$ cat src/rtl/uart_pkg.sv
`default_nettype none
// ----------------------------------------------------------------------------
// uart_pkg : shared UART types, parity selectors and frame-length helper.
// Revision 1.0
// ----------------------------------------------------------------------------
package uart_pkg;

  typedef enum logic [2:0] {
    ST_IDLE   = 3'd0,
    ST_SYNC   = 3'd1,
    ST_START  = 3'd2,
    ST_DATA   = 3'd3,
    ST_PARITY = 3'd4,
    ST_STOP   = 3'd5
  } tx_state_e;

  localparam int unsigned C_PARITY_NONE = 0;
  localparam int unsigned C_PARITY_ODD  = 1;
  localparam int unsigned C_PARITY_EVEN = 2;

  // Bit periods in one frame, start bit through last stop bit.
  function automatic int unsigned frame_len(input int unsigned data_bits,
                                            input int unsigned parity,
                                            input int unsigned stop_bits);
    return 1 + data_bits + ((parity != C_PARITY_NONE) ? 1 : 0) + stop_bits;
  endfunction

endpackage
`default_nettype wire

$ cat src/rtl/uart_tx_hold.sv
`default_nettype none
// ----------------------------------------------------------------------------
// uart_tx_hold : one-word holding register with valid/ready input handshake.
// Revision 1.0
// ----------------------------------------------------------------------------
module uart_tx_hold #(
  parameter int unsigned WIDTH = 8
) (
  input  logic             clk,
  input  logic             rst_n,
  input  logic [WIDTH-1:0] in_data,
  input  logic             in_valid,
  output logic             in_ready,
  input  logic             pop,
  output logic             full,
  output logic             full_next,
  output logic [WIDTH-1:0] out_data
);

  logic             full_q, full_d;
  logic [WIDTH-1:0] word_q, word_d;
  logic             accept;

  // Accepts only into an empty register, so a pop and an accept never collide.
  always_comb begin
    accept = in_valid && !full_q;
    full_d = full_q;
    word_d = word_q;
    if (accept) begin
      full_d = 1'b1;
      word_d = in_data;
    end else if (pop) begin
      full_d = 1'b0;
    end
  end

  always_ff @(posedge clk) begin
    if (!rst_n) begin
      full_q <= 1'b0;
      word_q <= '0;
    end else begin
      full_q <= full_d;
      word_q <= word_d;
    end
  end

  assign in_ready  = !full_q;
  assign full      = full_q;
  assign full_next = full_d;
  assign out_data  = word_q;

endmodule
`default_nettype wire

$ cat src/rtl/uart_tx_framer.sv
`default_nettype none
// ----------------------------------------------------------------------------
// uart_tx_framer : LSB-first UART framer paced by an external baud tick.
// Revision 1.0
// ----------------------------------------------------------------------------
module uart_tx_framer
  import uart_pkg::*;
#(
  parameter int unsigned DATA_BITS = 8,
  parameter int unsigned PARITY    = C_PARITY_NONE,
  parameter int unsigned STOP_BITS = 1
) (
  input  logic                 clk,
  input  logic                 rst_n,
  input  logic [DATA_BITS-1:0] data,
  input  logic                 data_valid,
  output logic                 data_ready,
  input  logic                 baud_tick,
  output logic                 baud_en,
  output logic                 tx,
  output logic                 busy
);

  localparam int unsigned          CNT_W       = $clog2(DATA_BITS + 1);
  localparam logic [CNT_W-1:0]     C_LAST_BIT  = CNT_W'(DATA_BITS);
  localparam logic                 C_LAST_STOP = (STOP_BITS == 2) ? 1'b1 : 1'b0;

  tx_state_e            state_q, state_d;
  logic [DATA_BITS-1:0] shift_q, shift_d;
  logic [CNT_W-1:0]     bit_cnt_q, bit_cnt_d;
  logic                 stop_cnt_q, stop_cnt_d;
  logic                 parity_q, parity_d;
  logic                 tx_q, tx_d;
  logic                 baud_en_q, baud_en_d;
  logic                 busy_q, busy_d;

  logic [DATA_BITS-1:0] hold_word;
  logic                 hold_full, hold_full_next, hold_pop;
  logic                 parity_in, last_bit, last_stop, load;

  uart_tx_hold #(.WIDTH(DATA_BITS)) u_hold (
    .clk       (clk),
    .rst_n     (rst_n),
    .in_data   (data),
    .in_valid  (data_valid),
    .in_ready  (data_ready),
    .pop       (hold_pop),
    .full      (hold_full),
    .full_next (hold_full_next),
    .out_data  (hold_word)
  );

  if (PARITY == C_PARITY_ODD) begin : g_parity_odd
    assign parity_in = ~^hold_word;
  end else if (PARITY == C_PARITY_EVEN) begin : g_parity_even
    assign parity_in = ^hold_word;
  end else begin : g_parity_none
    assign parity_in = 1'b0;
  end

  assign last_bit  = (bit_cnt_q == C_LAST_BIT);
  assign last_stop = (stop_cnt_q == C_LAST_STOP);
  // Shifter loads on the SYNC tick, or back-to-back at the end of the last stop bit.
  assign load      = baud_tick && (((state_q == ST_SYNC)) ||
                                   ((state_q == ST_STOP) && last_stop && hold_full));
  assign hold_pop  = load;

  always_ff @(posedge clk) begin
    if (!rst_n) begin
      state_q <= ST_IDLE;
    end else begin
      state_q <= state_d;
    end
  end

  always_comb begin
    state_d = state_q;
    case (state_q)
      ST_IDLE:   if (hold_full) state_d = ST_SYNC;
      ST_SYNC:   if (baud_tick) state_d = ST_START;
      ST_START:  if (baud_tick) state_d = ST_DATA;
      ST_DATA:   if (baud_tick && last_bit)
                   state_d = (PARITY != C_PARITY_NONE) ? ST_PARITY : ST_STOP;
      ST_PARITY: if (baud_tick) state_d = ST_STOP;
      ST_STOP:   if (baud_tick && last_stop)
                   state_d = hold_full ? ST_START : ST_IDLE;
      default:   state_d = ST_IDLE;
    endcase
  end

  always_comb begin
    shift_d    = shift_q;
    bit_cnt_d  = bit_cnt_q;
    stop_cnt_d = stop_cnt_q;
    parity_d   = parity_q;
    tx_d       = tx_q;
    baud_en_d  = (state_d != ST_IDLE);
    busy_d     = (state_d != ST_IDLE) || hold_full_next;
    if (load) begin
      shift_d  = hold_word;
      parity_d = parity_in;
      tx_d     = 1'b0;
    end else if (baud_tick) begin
      case (state_q)
        ST_START: begin
          tx_d      = shift_q[0];
          shift_d   = shift_q >> 1;
          bit_cnt_d = CNT_W'(1);
        end
        ST_DATA: begin
          if (last_bit) begin
            tx_d       = (PARITY != C_PARITY_NONE) ? parity_q : 1'b1;
            stop_cnt_d = 1'b0;
          end else begin
            tx_d      = shift_q[0];
            shift_d   = shift_q >> 1;
            bit_cnt_d = bit_cnt_q + 1'b1;
          end
        end
        ST_PARITY: begin
          tx_d       = 1'b1;
          stop_cnt_d = 1'b0;
        end
        ST_STOP: begin
          tx_d       = 1'b1;
          stop_cnt_d = stop_cnt_q + 1'b1;
        end
        default: ;
      endcase
    end
  end

  always_ff @(posedge clk) begin
    if (!rst_n) begin
      shift_q    <= '0;
      bit_cnt_q  <= '0;
      stop_cnt_q <= 1'b0;
      parity_q   <= 1'b0;
      tx_q       <= 1'b1;
      baud_en_q  <= 1'b0;
      busy_q     <= 1'b0;
    end else begin
      shift_q    <= shift_d;
      bit_cnt_q  <= bit_cnt_d;
      stop_cnt_q <= stop_cnt_d;
      parity_q   <= parity_d;
      tx_q       <= tx_d;
      baud_en_q  <= baud_en_d;
      busy_q     <= busy_d;
    end
  end

  assign tx      = tx_q;
  assign baud_en = baud_en_q;
  assign busy    = busy_q;

endmodule
`default_nettype wire

$ cat config.mk
export PLATFORM = sky130hd
export DESIGN_NAME = uart_tx_framer
export DESIGN_NICKNAME = d
export VERILOG_FILES = /design/src/rtl/uart_pkg.sv /design/src/rtl/uart_tx_hold.sv /design/src/rtl/uart_tx_framer.sv
export SDC_FILE = /design/constraint.sdc
export NUM_CORES = 1
export LEC_CHECK = 0
export ABC_AREA = 1
export BUFFER_PORTS_ARGS = -buffer_cell sky130_fd_sc_hd__buf_2
export CORE_MARGIN = 10
export CORE_UTILIZATION = 56
export DETAILED_ROUTE_END_ITERATION = 12
export PLACE_DENSITY = 0.77
export REMOVE_ABC_BUFFERS = 1
export SYNTH_ARGS = -nofsm -noshare
export SYNTH_HDL_FRONTEND = slang
export SYNTH_SLANG_ARGS = --single-unit
$ cat constraint.sdc
create_clock -name clk -period 1.9 [get_ports clk]
set_input_delay 0.38 -clock clk [delete_from_list [all_inputs] [get_ports clk]]
set_output_delay 0.38 -clock clk [all_outputs]
set_load 0.01 [all_outputs]
## Yosys cells after proc, flatten, opt, wreduce, memory -nomap -nowiden

Cells that the tools add are included.

| cells by class | value |
|---|---|
| add/sub/neg operators | 2 |
| eq/ne operators | 9 |
| multiplexer cells | 22 |
| bitwise operators | 2 |
| reductions and logical operators | 21 |

Operators with widths:

| operator | count |
|---|---|
| two-way mux 8 bit | 3 |
| two-way mux 3 bit | 6 |
| case mux 3 bit (6 select lines) | 1 |
| case mux 8 bit (2 select lines) | 1 |
| nonzero test 3 bit | 3 |
| case mux 4 bit (2 select lines) | 1 |
| AND reduction 4 bit | 2 |
| == test 3 x 2 -> 1 bit, second input constant | 2 |
| == test 3 bit, second input constant | 2 |
| logical AND 1 bit | 6 |
| two-way mux 1 bit | 6 |
| case mux 1 bit (3 select lines) | 2 |
| adder 4 x 1 -> 4 bit, second input constant | 1 |
| == test 4 bit, second input constant | 1 |
| two-way mux 4 bit | 1 |
| inequality test 2 bit, second input constant | 2 |
| nonzero test 2 bit | 2 |
| nonzero test 4 bit | 1 |
| == test 3 x 1 -> 1 bit, second input constant | 1 |
| logical NOT 3 bit | 1 |
| inequality test 3 bit, second input constant | 1 |
| AND reduction 3 bit | 1 |
| logical OR 1 bit | 2 |
| two-way mux 2 bit | 1 |
| 5 further kinds | 6 |

| storage, ports and cells | value |
|---|---|
| flip-flop bits (word level) | 28 |
| input port bits | 12 |
| output and inout bits | 4 |
| logic and storage cells | 65 |

## Logic depth before layout (Yosys ltp)

| depth | value |
|---|---|
| depth after elaboration | 8 |
| depth in mapped cells | 11 |
| depth with buffers taken out | 11 |

## By module

From an unflattened synthesis, not the netlist that was laid out.

| unflattened totals | value |
|---|---|
| cells, all modules | 220 |
| area total of the unflattened synthesis | 1632.8 um2 |

By module, submodules not included:

| module | times used | cells an instance | area an instance (um2) | seq. area each (um2) |
|---|---|---|---|---|
| uart_tx_framer | 1 | 161 | 1234.9 | 380.4 |
| uart_tx_hold | 1 | 59 | 397.9 | 180.2 |

## Worst setup path after synthesis

Ideal clock, no wire load.

| timing | value |
|---|---|
| kind | reg-to-reg |
| from | register bit_cnt_q[0] |
| to | register busy_q (netlist: busy) |
| setup time | 114 ps |
| data arrival time | 1226 ps |
| data required time | 1786 ps |
| setup slack | 560 ps |
| cell stages (with the launch flop) | 12 |
| path buffers | 0 |
| clock period less this slack | 1340 ps |
| cells stage by stage | dfxtp_1 > inv_1 > ha_1 > nand2_1 > nor2_1 > nand2_1 > nand2_1 > inv_1 > nor2_1 > nand3_1 > nand2_1 > nand2_1 |

| between the ends | value |
|---|---|
| cells in the longest elaborated chain, start to end | 6 |

RTL lines:

| item | line | RTL |
|---|---|---|
| from (decl) | uart_tx_framer.sv:30 | `logic [CNT_W-1:0] bit_cnt_q, bit_cnt_d;` |
| from (signal assigned) | uart_tx_framer.sv:144 | `bit_cnt_q <= bit_cnt_d;` |
| == test 4 bit | uart_tx_framer.sv:61 | `assign last_bit = (bit_cnt_q == C_LAST_BIT);` |
| logical AND 1 bit | uart_tx_framer.sv:82 | `ST_DATA: if (baud_tick && last_bit)` |
| two-way mux 3 bit | uart_tx_framer.sv:82 |  |
| case mux 3 bit (6 select lines) | uart_tx_framer.sv:78 | `case (state_q)` |
| nonzero test 3 bit | uart_tx_framer.sv:98 | `busy_d = (state_d != ST_IDLE) \|\| hold_full_next;` |
| logical OR 1 bit | uart_tx_framer.sv:98 |  |
| to (signal assigned) | uart_tx_framer.sv:149 | `busy_q <= busy_d;` |
| to (decl) | uart_tx_framer.sv:35 | `logic busy_q, busy_d;` |

No other way between the ends.
A chain may end at the register's enable or synchronous reset.

## Worst setup path in the final report

| timing | value |
|---|---|
| from | register bit_cnt_q[0] |
| to | register bit_cnt_q[0] |

| between the ends | value |
|---|---|
| cells in the longest elaborated chain, start to end | 3 |
| elaborated cells on any way between the ends | 6 |
| classes of those cells | add/sub (1); eq/ne (2); mux (2); reduce/logical (1) |

RTL lines:

| item | line |
|---|---|
| adder 4 x 1 -> 4 bit / == test 4 bit (equally long branches) | uart_tx_framer.sv:117, uart_tx_framer.sv:61 |
| two-way mux 4 bit / inequality test 2 bit (equally long branches) | - |
| case mux 4 bit (2 select lines) / AND reduction 4 bit (equally long branches) | - |

Several ways; a longest one is shown, not always the timed one. The select of a mux whose other input is x is not followed.

==> out/metrics.cfg <==
[clocking]
cts_tree=built
cts.sinks=28
clk_path_buf_depth=2
root_buffer=clkbuf_4
cts_buffers=3
ctsResizeCount=0
htreeDepth=1
clk_pin_slew_worst_paths_ns=0.15
cts_setup_buffers=0
cts_hold_buf=0
insertion_delay_ns=0.34

[logic_synthesis]
syn_area_um2=1360
ys_seq_elements=28
yosysUniqueCellTypes=22
synthTopCellsByArea=dfxtp_1, nand3_1, nand2_1
synthFlopType=dfxtp_1
synth_top_area_share_pct=41.1
seq_area_frac_synth_pct=41.1
async_flop_share_pct=0
synth-edff-count=0
synth_cells=192
yosys_warnings=0
yosys-top-cells-count=nand2_1, nand3_1, dfxtp_1, a21oi_1, inv_1
synth_area_per_cell_um2=7.10
yosysTopAreaCell=dfxtp_1
yosysMostFrequentCell=nand2_1

[layout]
diodes=0
drive_above_1_share_pct=13.2
final_net_count=219
area_delta_synth_final_pct=7.44

[flow_run]
drv_cap=0

[route]
num_vias=1243
routed_via_density=5.36
routed_wirelength_um=2830
dr.pass1.iters=4
drt_iter0_drc=91
ant_nets=0
remaining_drc_errors=0
wire_per_inst_um=12.2

[floorplanning]
die-width_um=69.3
die_y_um=69.3
boundaryPins=16
die_area_um2=4810
core_area_um2=2250
initial_core_util_pct=60.4
rows=17

[sta]
fmax_mhz=629
setup_tns_ns=0
setup_viol=0
rsz0062_at_grt=no
worst_slack_ns=0.309
slew_violations=0
period_share_pct=83.7
finalClockSkew_ns=0.00252
tightest_slew_ns=0.452
slew_headroom_pct=69.8
finalCriticalPeriod_ns=1.59
final_hold_viol_count=0

[hold_path]
min_path_type=primary input to register

[placed_design]
hpwl_um=2140
port_buffers=15
gp_congestion=0.812
dp_slack_ns=0.277

[power_and_ir_drop]
swShare_pct=28.2
p_comb_share_pct=15.9
power_frac_clock_pct=26.4
p_sw_uw=318
peakVddDrop_uv=567
p_per_area_nw_per_um2=772
seqPwrFrac_pct=57.7
power.internal_uw=811
leakage_nw=0.660

[grt]
grt_pass1_vias=1209
grtUsageTotal_pct=11.9
grt_pass1_wl_um=5040
grt_max_degree=18
overflow=0
antenna_found_initial=0

[worst_setup_path]
crit_start=bit_cnt_q[0]$_SDFFE_PN0P_
crit_path_max_fanout=14
critical_path_class=register to register
crit_path_end_kind=register
crit_chain=inv_1 -> ha_1 -> nand2_1 -> nor2_1 -> nand2_4 -> nand2_4 -> inv_1 -> o21ai_0 -> nor2_1
endpoint=bit_cnt_q[0]$_SDFFE_PN0P_
crit_cells=9
path_buf_inv=2
cpMaxStageDelayCell=dfxtp_1
worstPathArrival_ns=1.84
startpoint_type=register
critPathTopFamily=simple AND/OR/NAND/NOR gates
required_ns=2.15
worstReg2RegStart=bit_cnt_q[0]$_SDFFE_PN0P_
r2r_cells=9
reg2reg_to=bit_cnt_q[0]$_SDFFE_PN0P_
ff2ff_setup_slack_ns=0.31
slowest_delay_ns=0.37

[run_status]
status=finished clean

==> worst min-delay path by stage <==
stage | startpoint | to | slack, ns | depth (start not counted)
finish | data[7] | u_hold.out_data[7]$_SDFFE_PN0P_ | 0.29 | 3
detailed placement | u_hold.out_data[3]$_SDFFE_PN0P_ | u_hold.out_data[3]$_SDFFE_PN0P_ | 0.45 | 2
global route | data[4] | u_hold.out_data[4]$_SDFFE_PN0P_ | 0.32 | 3
global placement | u_hold.out_data[3]$_SDFFE_PN0P_ | u_hold.out_data[3]$_SDFFE_PN0P_ | 0.44 | 2
floorplan | u_hold.out_data[0]$_SDFFE_PN0P_ | u_hold.out_data[0]$_SDFFE_PN0P_ | 0.43 | 2
CTS | data[7] | u_hold.out_data[7]$_SDFFE_PN0P_ | 0.29 | 3
==> layer usage <==
layer | vias up | share of wire (%) | global-route usage [%]
li1 | 649 | - | -
met1 | 555 | 46 | 13.6
met2 | 32 | 48 | 21.0
met3 | 7 | 3.9 | 1.85
met4 | 0 | 1.9 | 5.32
met5 | - | 0 | 0
==> power groups by stage <==
| stage | registers (mW) | clock network, mW | logic [mW] |
|---|---|---|---|
| 2_1_floorplan | 0.665 | 0 | 0.115 |
| 3_3_place_gp | 0.663 | 0 | 0.174 |
| 3_5_place_dp | 0.665 | 0 | 0.180 |
| 4_1_cts | 0.652 | 0.299 | 0.180 |
| 5_1_grt | 0.657 | 0.321 | 0.207 |
| 6_report | 0.652 | 0.298 | 0.179 |
==> registers in the layout (all words and copies together) (netlist names) <==
signal / cells
busy: 1
u_hold.full: 1
shift_q: 8
bit_cnt_q: 4
tx: 1
stop_cnt_q: 1
state_q: 3
baud_en: 1
u_hold.out_data: 8
==> cells by family after synthesis <==
family          count (synthesis)  synth area share [%]
flops                          28                  41.1
simple gates                   95                  32.6
xor+xnor                        2                  1.29
compound gates                 35                  13.2
fa+ha+maj                       2                  1.84
buf+inv                        30                  9.92
==> area by class of cell <==
class / count / area, um^2
inverters: 22 / 82.6
flip-flops and latches: 28 / 561
clock buffers: 4 / 36.3
repair buffers: 16 / 82.6
well taps: 28 / 35.0
fillers: 221 / 791
multi-input cells: 134 / 667
==> worst min-delay path, stage by stage <==
cell	delay [ns]
buf_2	0.07
o21ai_0	0.07
nor2_1	0.08
==> stage by stage <==
stage	power [mW]	cell area (um^2)	instances	util, %	hold WS [ns]
after floorplan	0.780	1310	184	-	0.430
after global placement	0.837	1430	228	63.3	0.440
after detailed placement	0.844	1430	228	63.3	0.446
after CTS	1.13	1460	232	64.9	0.291
after global routing	1.18	1460	232	64.9	0.319
final	1.13	1460	232	64.9	0.289
==> cell usage in the layout, fill, tap and decap left out <==
master,count
nand2_1,35
nand3_1,32
dfxtp_1,28
inv_1,21
a21oi_1,21
nor2_1,17
buf_2,15
o21ai_0,12
nand4_1,3
clkbuf_4,3
nand2_2,2
nor2_4,2
nand2_4,2
xor2_1,2
ha_1,2
inv_2,1
o211ai_1,1
nand3b_1,1
nor3_1,1
a211oi_1,1
clkbuf_8,1
buf_4,1
Note: power is estimated with default switching activity, not from simulation.
